--- config.mk ---
export PLATFORM = sky130hd
export DESIGN_NAME = fifo_wr_arbiter
export DESIGN_NICKNAME = d
export VERILOG_FILES = /design/src/rtl/fifo_arb_pkg.sv /design/src/rtl/rr_pick.sv /design/src/rtl/fifo_wr_arbiter.sv
export SDC_FILE = /design/constraint.sdc
export NUM_CORES = 1
export LEC_CHECK = 0
export BUFFER_PORTS_ARGS = -buffer_cell sky130_fd_sc_hd__buf_2
export CORE_MARGIN = 2
export CORE_UTILIZATION = 39
export DETAILED_ROUTE_END_ITERATION = 6
export GPL_TIMING_DRIVEN = 0
export PLACE_DENSITY_LB_ADDON = 0.25
export SYNTH_ARGS = -nofsm -noshare
export SYNTH_HDL_FRONTEND = slang
export SYNTH_SLANG_ARGS = --single-unit
--- constraint.sdc ---
create_clock -name i_clk -period 1.8 [get_ports i_clk]
set_input_delay 0.27 -clock i_clk [delete_from_list [all_inputs] [get_ports i_clk]]
set_output_delay 0.27 -clock i_clk [all_outputs]
set_load 0.02 [all_outputs]
--- src/rtl/fifo_arb_pkg.sv ---
// Shared types and defaults for the FIFO write arbiter.
// Holds the FSM state enum, default parameters and the id width helper.
package fifo_arb_pkg;

  typedef enum logic {
    S_IDLE  = 1'b0,
    S_GRANT = 1'b1
  } state_t;

  localparam int DEF_NUM_REQ    = 4;
  localparam int DEF_DATA_WIDTH = 8;
  localparam int DEF_TIMEOUT    = 15;

  // Idle-beat counter width; holds any TIMEOUT up to 255.
  localparam int CNT_W = 8;

  function automatic int id_w(input int n);
    return (n < 2) ? 1 : $clog2(n);
  endfunction

endpackage

--- src/rtl/rr_pick.sv ---
// Combinational round-robin picker: lowest requesting index above last wins,
// wrapping to the lowest requesting index. Ports: req, last -> win, any.
module rr_pick
  import fifo_arb_pkg::*;
#(
  parameter  int N = DEF_NUM_REQ,
  localparam int W = id_w(N)
) (
  input  logic [N-1:0] req,
  input  logic [W-1:0] last,
  output logic [W-1:0] win,
  output logic         any
);

  logic [W-1:0] hi_win;
  logic [W-1:0] lo_win;
  logic         hi_any;

  // Descending scan so the lowest qualifying index is assigned last.
  always_comb begin
    hi_win = '0;
    lo_win = '0;
    hi_any = 1'b0;
    for (int i = N - 1; i >= 0; i--) begin
      if (req[i]) begin
        lo_win = W'(i);
      end
      if (req[i] && (W'(i) > last)) begin
        hi_win = W'(i);
        hi_any = 1'b1;
      end
    end
  end

  assign any = |req;
  assign win = hi_any ? hi_win : lo_win;

endmodule

--- src/rtl/fifo_wr_arbiter.sv ---
// Round-robin packet arbiter feeding one downstream sync FIFO write port.
// Ports: req_valid/last/data/mask in, req_ready out; fifo_full in,
// fifo_w_en/fifo_data out; grant_id, busy, timeout_pulse status.
module fifo_wr_arbiter
  import fifo_arb_pkg::*;
#(
  parameter  int NUM_REQ    = DEF_NUM_REQ,
  parameter  int DATA_WIDTH = DEF_DATA_WIDTH,
  parameter  int TIMEOUT    = DEF_TIMEOUT,
  localparam int IW         = id_w(NUM_REQ)
) (
  input  logic                          i_clk,
  input  logic                          i_rst_n,
  input  logic [NUM_REQ-1:0]            req_valid,
  input  logic [NUM_REQ-1:0]            req_last,
  input  logic [NUM_REQ*DATA_WIDTH-1:0] req_data,
  output logic [NUM_REQ-1:0]            req_ready,
  input  logic [NUM_REQ-1:0]            req_mask,
  input  logic                          fifo_full,
  output logic                          fifo_w_en,
  output logic [DATA_WIDTH-1:0]         fifo_data,
  output logic [IW-1:0]                 grant_id,
  output logic                          busy,
  output logic                          timeout_pulse
);

  localparam logic [CNT_W-1:0] TMO_M1 = CNT_W'(TIMEOUT - 1);
  localparam logic [IW-1:0]    LW_RST = IW'(NUM_REQ - 1);

  state_t           state_q;
  state_t           state_d;
  logic [IW-1:0]    gid_q;
  logic [IW-1:0]    gid_d;
  logic [IW-1:0]    lw_q;
  logic [IW-1:0]    lw_d;
  logic [CNT_W-1:0] cnt_q;
  logic [CNT_W-1:0] cnt_d;
  logic             tp_q;
  logic             tp_d;

  logic [NUM_REQ-1:0] cand;
  logic [IW-1:0]      win;
  logic               any;
  logic               in_grant;
  logic               g_valid;
  logic               g_last;
  logic               accept;

  assign cand = req_valid & req_mask;

  rr_pick #(
    .N (NUM_REQ)
  ) u_pick (
    .req  (cand),
    .last (lw_q),
    .win  (win),
    .any  (any)
  );

  assign in_grant = (state_q == S_GRANT);
  assign g_valid  = req_valid[gid_q];
  assign g_last   = req_last[gid_q];
  assign accept   = in_grant & g_valid & ~fifo_full;

  always_comb begin
    req_ready = '0;
    fifo_data = '0;
    for (int i = 0; i < NUM_REQ; i++) begin
      if (in_grant && (gid_q == IW'(i))) begin
        req_ready[i] = accept;
        fifo_data    = req_data[i*DATA_WIDTH +: DATA_WIDTH];
      end
    end
  end

  assign fifo_w_en     = accept;
  assign grant_id      = gid_q;
  assign busy          = in_grant;
  assign timeout_pulse = tp_q;

  always_comb begin
    state_d = state_q;
    gid_d   = gid_q;
    lw_d    = lw_q;
    cnt_d   = cnt_q;
    tp_d    = 1'b0;
    unique case (state_q)
      S_IDLE: begin
        if (any) begin
          gid_d   = win;
          cnt_d   = '0;
          state_d = S_GRANT;
        end
      end
      S_GRANT: begin
        if (accept) begin
          cnt_d = '0;
          if (g_last) begin
            state_d = S_IDLE;
            lw_d    = gid_q;
          end
        end else if (!g_valid && !fifo_full) begin
          // Only a silent requester ages the packet; a full FIFO does not.
          if (cnt_q == TMO_M1) begin
            tp_d    = 1'b1;
            cnt_d   = '0;
            state_d = S_IDLE;
            lw_d    = gid_q;
          end else begin
            cnt_d = cnt_q + 1'b1;
          end
        end
      end
      default: begin
        state_d = S_IDLE;
      end
    endcase
  end

  always_ff @(posedge i_clk) begin
    if (!i_rst_n) begin
      state_q <= S_IDLE;
      gid_q   <= '0;
      lw_q    <= LW_RST;
      cnt_q   <= '0;
      tp_q    <= 1'b0;
    end else begin
      state_q <= state_d;
      gid_q   <= gid_d;
      lw_q    <= lw_d;
      cnt_q   <= cnt_d;
      tp_q    <= tp_d;
    end
  end

endmodule

; Word level (Yosys, flattened, before mapping)
; Cells that the tools add are included.
; W data, S select, Z words.
[word_totals]
wordCells = 85
input_bits = 47
output_inout_bits = 17
regBits = 14
[classes]
n_eq_ne = 7
n_reduce_logical = 19
mux = 41
bitwise = 7
n_addsub = 1
n_lt_le_gt_ge = 5
[op_table]
columns = cell, n
row1 = $mux W8, 8
row2 = $mux W2, 13
row3 = $mux W1, 16
row4 = $pmux W8 S2, 1
row5 = $logic_and A1 B1 Y1, 9
row6 = $add A8 B1 Y8 const B, 1
row7 = $eq A8 B4 Y1 const B, 1
row8 = $reduce_or A4 Y1, 2
row9 = $and A4 B4 Y4, 1
row10 = $bmux W1 S2, 2
row11 = $eq A2 B2 Y1 const B, 2
row12 = $gt A1 B2 Y1 const A, 2
row13 = $gt A2 B2 Y1 const A, 2
row14 = $not A1 Y1, 4
row15 = $reduce_and A2 Y1, 2
row16 = $reduce_and A4 Y1, 1
row17 = $reduce_bool A2 Y1, 2
row18 = $lt A2 B3 Y1 const B, 1
row19 = $ne A3 B2 Y1 const B, 1
row20 = $and A1 B1 Y1, 2
row21 = $eq A2 B1 Y1 const B, 1
row22 = $logic_not A1 Y1, 2
row23 = $logic_not A2 Y1, 1
row24 = $ne A2 B1 Y1 const B, 1
row25 = 2 further kinds, 2

; Depth between registers and ports, before layout
; Gate-level depths: netlist of run 1.
[logic_depth]
word_depth = 7
ltp_mapped = 6
mapped_depth_nobuf = 6

; Cells and area by module
; A second synthesis of run 1 with hierarchy kept.
[hier_totals]
hier_cells = 131
hier_area_um2 = 1168.6
[modules_own_cells]
columns = module, seq_area_each_um2, cells_each, instances, area_each_um2
row1 = fifo_wr_arbiter, 280.3, 117, 1, 1072.3
row2 = rr_pick, 0.0, 14, 1, 96.3

; Worst setup path before layout of run 1
; No wires, ideal clock.
[synth_path]
kind = register to register
from = register gid_q[0] (netlist: grant_id[0])
to = register lw_q[0]
setup_ps = 126
arrival_time_ps = 1888
period_less_slack_ps = 2015
path_stages_with_launch = 7
required_time_ps = 1674
setup_slack_ps = -215
n_path_buf = 1
path_cell_list = dfxtp_1 -> buf_6 -> mux4_2 -> nand4b_1 -> a21oi_1 -> mux2i_1 -> nand2_1
[synth_between]
elab_chain_len = 6
word_cells_on_any_way = 16
cone_classes = 1 x eq/ne / 8 x mux / 2 x bitwise / 5 x reduce/logical
[synth_lines]
columns = element, line
row1 = start: declaration, fifo_wr_arbiter.sv:32  ; logic [IW-1:0] gid_q;
row2 = start signal: assignment, fifo_wr_arbiter.sv:129  ; gid_q <= gid_d;
row3 = $bmux W1 S2, fifo_wr_arbiter.sv:61  ; assign g_valid = req_valid[gid_q];
row4 = $mux W1 (not written as such), fifo_wr_arbiter.sv:61
row5 = $and A1 B1 Y1 / $logic_not A1 Y1 (equally long branches), "fifo_wr_arbiter.sv:63, fifo_wr_arbiter.sv:102"
row6 = $and A1 B1 Y1 / $logic_and A1 B1 Y1 (equally long branches), "fifo_wr_arbiter.sv:63, fifo_wr_arbiter.sv:102"
row7 = $ne A2 B1 Y1 (no source line) / $reduce_bool A2 Y1 (equally long branches), -
row8 = $reduce_and A4 Y1 (no source line), -
row9 = end signal: assignment, fifo_wr_arbiter.sv:130  ; lw_q <= lw_d;
row10 = end: declaration, fifo_wr_arbiter.sv:34  ; logic [IW-1:0] lw_q;
; Parallel ways exist; a longest one is shown, timed or not. The select of a mux whose other input is x is not followed.
; A chain may end at the register's enable or synchronous reset.

; Worst setup path after layout of run 1
[layout_path]
from = register gid_q[0] (netlist: grant_id[0])
to = output port req_ready[2]
[layout_between]
elab_chain_len = 5
word_cells_on_any_way = 7
cone_classes = 1 x eq/ne / 3 x mux / 2 x bitwise / 1 x reduce/logical
[layout_lines]
columns = element, line
row1 = $bmux W1 S2, fifo_wr_arbiter.sv:61
row2 = $mux W1 (not written as such), fifo_wr_arbiter.sv:61
row3 = $and A1 B1 Y1 (2 in a row), fifo_wr_arbiter.sv:63  ; assign accept = in_grant & g_valid & ~fifo_full;
row4 = $mux W1 *, fifo_wr_arbiter.sv:69  ; if (in_grant && (gid_q == IW'(i))) begin
row5 = end: declaration, fifo_wr_arbiter.sv:17  ; output logic [NUM_REQ-1:0] req_ready,
; Every way passes the cells marked *; elsewhere a longest branch is shown, timed or not. The select of a mux whose other input is x is not followed.

==> impl_metrics.toml, run 1 <==
[drt]
wl_mm = 3.62
via_count = 1295
wl_per_cell_um = 15.8
ant_nets = 0
avgViaCountPerCell = 5.66
drt-initial-drc-count = 45
drc = 0
dr.pass1.iters = 5

[power]
intPower_uw = 685
p_leak_uw = 0.000797
power_frac_clock = 0.242
ir_worst_vdd_mv = 0.484
p_comb_frac = 0.426
powerDensity_nw_per_um2 = 570
power_frac_seq = 0.332
swShare = 0.322
fin_total_pwr_uw = 1010
p_switching_uw = 326

[yosys]
synth.distinct_cells = 36
synthMuxAreaShare = 0.239
synth_common_cells = "dfxtp_1 (14), nand2_1 (14), and2_1 (10)"
synth_compound_area_frac = 0.161
synthArstFlopShare = 0
synth_top_cell_by_area = "dfxtp_1"
synth_area_um2 = 1110
synth_xor_area_frac = 0.0158
ys_seq_area_frac = 0.253
synth-edff-count = 0
synthTopCellsByArea = "dfxtp_1 (25%), mux4_1 (12%), mux4_2 (10%)"
synthAdderAreaFrac = 0.0226
ys_ff_latch = 14
synth_cells = 122
synth-simple-area-share = 0.266
synth.top_cell.area_share = 0.253
yosysWarnings = 0
avgSynthCellArea_um2 = 9.09
synth-main-ff-cell = "dfxtp_1"
postSynthNetCount = 171
synth_top_family_by_area = "simple AND/OR/NAND/NOR gates"

[layout]
drive_gt1_frac = 0.586
final_util = 0.649
antenna_cells = 0
final_nets = 248
area_delta_synth_final_pct = 60.0

[global_route]
grt_pass1_vias = 1186
antenna_found_initial = 0
grt_max_degree = 11
overflow = 0
grtUsageTotal = 0.214
grt_pass1_wl_mm = 5.42

[clock_network]
clk-insertion-delay-late_ps = 300
root_buffer = "clkbuf_4"
cts_buffers = 3
clk_pin_slew_worst_paths_ps = 100
cts_tree = "yes"
clkSinkCount = 14
cts_hold_buf = 0
ctsLongestPathBuffers = 2
h-tree-depth = 1

[sta]
setup_viol = 20
min_period_ps = 1970
whs_ps = 308
slew_violations = 0
finalHoldViolations = 0
worst_pin_slew_ps = 707
clock.fmax_mhz = 509
clock_skew_ps = 3.06
finalCritPeriodShare = 1.09
setup_ws_ps = -165
max-slew-margin-rel = 0.525
fin_setup_tns_ps = -1950
rsz0062_at_grt = "true"

[job]
cap_violations = 0

[floorplan]
coreArea_um2 = 2730
die_h_um = 57.3
io_pins = 64
die_area_um2 = 3290
initial_core_util = 0.405
die_w_um = 57.3
rows = 19

[outcome]
failed_checks = "setup timing"
status = "finished, violations left"

[setup_path]
crit_path_end_kind = "primary output"
start_kind = "register"
required_ps = 1530
cp.arrival_ps = 1700
ff2ff_setup_slack_ps = -140
critPathKind = "reg2out"
worst-path-max-fanout = 4

[placed_design]
globalplace.congestion = 0.826
io_buffer_count = 62
place_hpwl_mm = 2.49

[hold_path]
min_path_type = "in2reg"
## timing repair
action,CTS,global route
buffers inserted,7,4
pin swaps,3,8
gates resized for setup,50,21
endpoints found under the setup margin,19,20
## registers in the layout, indices dropped and copies added, names as in the netlist
name,flops
busy,1
cnt_q,8
grant_id,2
lw_q,2
timeout_pulse,1
## layer usage
metal  wire length [um]  track usage
met2               1970        0.406
met3                214       0.0385
met4                 46       0.0598
met5                  0            0
met1               1390        0.245
## kinds of logic (layout without fill, tap and decap cells)
logic type                 count (synthesis)  count (layout)
and+or+nand+nor                           53              53
muxes                                     12              12
DFF                                       14              14
adders and majority gates                  2               2
xor gates and xnor gates                   2               2
AOI/OAI and AO/OA                         29              29
buffers and inverters                     10              86
## layout by cell type (no fill, tap or decap), types with 3 or more instances in the layout
cell | Yosys | final
a31oi_1 | 5 | 5
nand2_1 | 14 | 12
o21ai_1 | 0 | 4
nand3_1 | 9 | 8
a21o_1 | 3 | 3
nor3b_2 | 0 | 5
buf_4 | 0 | 10
o21ai_2 | 0 | 3
inv_1 | 4 | 3
and2_4 | 0 | 8
buf_6 | 1 | 13
dfxtp_1 | 14 | 13
mux4_2 | 5 | 9
a21oi_1 | 5 | 4
buf_2 | 1 | 49
clkbuf_4 | 0 | 3
## path summary, 6_finish.rpt
kind	endpoint	depth (start not counted)	from
setup / recovery	req_ready[2]	5	grant_id[0]
hold / removal	lw_q[0]	2	i_rst_n
setup reg to reg	lw_q[0]	6	grant_id[0]
hold reg to reg	cnt_q[3]	2	cnt_q[3]
## layout make-up
type,instances,area [um^2]
plain buffers,5,43.8
clock buffers,4,36.3
fillers,217,960
inverters,4,15.0
multi-input cells,98,857
flip-flops and latches,14,284
well taps,31,38.8
repair buffers,73,499
## critical path: stages (launching register included)
cell	delay, ps
dfxtp_4	410
mux4_2	550
nand2_2	120
buf_6	110
nor3b_2	40
buf_4	160
## power groups by stage
stage               combinational, uW  clock [uW]  sequential [uW]
floorplan                         191           0              343
global placement                  299           0              336
detailed placement                307           0              337
CTS                               393         244              335
global route                      462         256              338
finish                            430         244              336
## metrics by stage
step                setup slack (ps)  cell area, um^2  cells
finish                          -165             1770    229
CTS                             -124             1680    225
detailed placement              -163             1470    215
global placement                -164             1470    215
global route                    -238             1770    229
floorplan                      -72.5             1120    122
Note: power is estimated with default switching activity, not from simulation.
==> run 2: changes to the inputs <==
--- a/config.mk
+++ b/config.mk
@@ -10,7 +10,7 @@
 export CORE_UTILIZATION = 39
 export DETAILED_ROUTE_END_ITERATION = 6
 export GPL_TIMING_DRIVEN = 0
-export PLACE_DENSITY_LB_ADDON = 0.25
+export PLACE_DENSITY = 0.75
 export SYNTH_ARGS = -nofsm -noshare
 export SYNTH_HDL_FRONTEND = slang
 export SYNTH_SLANG_ARGS = --single-unit
==> impl_metrics.toml, run 2 (synthesized netlist as in run 1, its figures left out) <==
[outcome]
status = "finished, violations left"
failed_checks = "setup timing"

[drt]
wl_mm = 3.50
via_count = 1338
dr.pass1.iters = 4
avgViaCountPerCell = 5.77
wl_per_cell_um = 15.1
ant_nets = 0
drt-initial-drc-count = 35
drc = 0

[sta]
worst_pin_slew_ps = 847
finalHoldViolations = 0
setup_viol = 22
min_period_ps = 1970
rsz0062_at_grt = "true"
clock.fmax_mhz = 509
max-slew-margin-rel = 0.431
slew_violations = 0
setup_ws_ps = -166
finalCritPeriodShare = 1.09
clock_skew_ps = 2.28
fin_setup_tns_ps = -1890

[layout]
drive_gt1_frac = 0.567
antenna_cells = 0
top_register = "cnt_q"
fin_cells = 232
fillerInstances = 218
design_area_um2 = 1730
layout_commonest_cell = "buf_2"
area_delta_synth_final_pct = 56.3
largest_reg_flops = 8
final_nets = 251
final_util = 0.634
final_cell_mix = "buf_2 (56), dfxtp_1 (13), nand2_1 (12), buf_4 (12), buf_6 (9)"

[global_route]
grt_max_degree = 11
grt_pass1_wl_mm = 5.05
busiest_layer = "met2"
overflow = 0
antenna_found_initial = 0
grt_use_met3 = 0.0385
grtUsageMet2 = 0.361
grtUsageTotal = 0.194
grt_use_met1 = 0.219
grt_pass1_vias = 1231

[setup_path]
ff2ff_path_depth = 6
required_ps = 1960
reg2reg_to = "lw_q[0]"
worst-path-max-fanout = 6
start_kind = "register"
cp.arrival_ps = 2130
ff2ff_setup_slack_ps = -170
crit_path_end_kind = "register"
reg2reg_from = "grant_id[0]"
critPathKind = "reg2reg"

[floorplan]
io_pins = 64
coreArea_um2 = 2730
rows = 19
die_area_um2 = 3290
die_h_um = 57.3
die_w_um = 57.3
initial_core_util = 0.405

[clock_network]
cts_buffers = 3
ctsLongestPathBuffers = 2
clk_pin_slew_worst_paths_ps = 80
clkSinkCount = 14
h-tree-depth = 1
clk-insertion-delay-late_ps = 280
root_buffer = "clkbuf_4"
cts_tree = "yes"

[hold_path]
min_path_type = "in2reg"
min_to = "lw_q[0]"
holdCritStartpoint = "i_rst_n"
hold_depth = 2

[job]
cap_violations = 0

[placed_design]
io_buffer_count = 62
place_hpwl_mm = 2.46
placed_area_um2 = 1470
globalplace.congestion = 0.841
dp.cells = 215

[power]
p_leak_uw = 0.000793
fin_total_pwr_uw = 950
ir_worst_vdd_mv = 0.592
powerDensity_nw_per_um2 = 548
-- run 2: final cells by class --
cell class	count	area [um^2]	area share
buffer	5	40.0	0.0231
clock buffer	4	36.3	0.0209
multi-input combinational	98	858	0.495
tap	31	38.8	0.0224
inverter	4	15.0	0.00866
sequential	14	284	0.164
timing repair buffer	76	460	0.266
-- run 2: layer usage --
layer / vias up / part of all wire
met2: 58 / 0.55
li1: 623 / -
met5: - / 0
met1: 651 / 0.38
met3: 6 / 0.059
met4: 0 / 0.014
-- run 2: critical path: stages, from the launching register on --
cell and delay [ps]:
dfxtp_4 400, mux4_2 550, buf_6 160, nand4b_1 240, a21oi_2 230, mux2i_1 210, nand2_1 60
-- run 2: stage by stage --
| stage | hold slack (ps) | worst slack (ps) |
|---|---|---|
| 6_report | 330 | -166 |
| 5_1_grt | 355 | -243 |
| 4_1_cts | 317 | -158 |
| 3_5_place_dp | 480 | -173 |
| 3_3_place_gp | 469 | -155 |
| 2_1_floorplan | 451 | -72.5 |
-- run 2: worst max-delay path by stage --
| stage | from | end | slack [ps] | cells past startpoint |
|---|---|---|---|---|
| 5_1_grt | grant_id[0] | lw_q[0] | -240 | 6 |
| 6_report | grant_id[0] | lw_q[0] | -170 | 6 |
| 3_5_place_dp | grant_id[0] | lw_q[0] | -170 | 6 |
| 4_1_cts | grant_id[0] | fifo_data[6] | -160 | 4 |
| 3_3_place_gp | grant_id[0] | lw_q[0] | -160 | 6 |
| 2_1_floorplan | grant_id[0] | lw_q[0] | -70 | 6 |
-- run 2: power by group --
part / switching [uW] / total, uW / internal, uW
clock: 105 / 228 / 123
sequential: 15.0 / 335 / 320
combinational: 181 / 387 / 206
-- run 2: timing repair --
item | in CTS | in global routing
buffers inserted | 10 | 4
endpoints found under the hold margin | 0 | 0
pin swaps | 6 | 7
endpoints found under the setup margin | 18 | 22
hold buffers | 0 | 0
gates resized for setup | 22 | 29
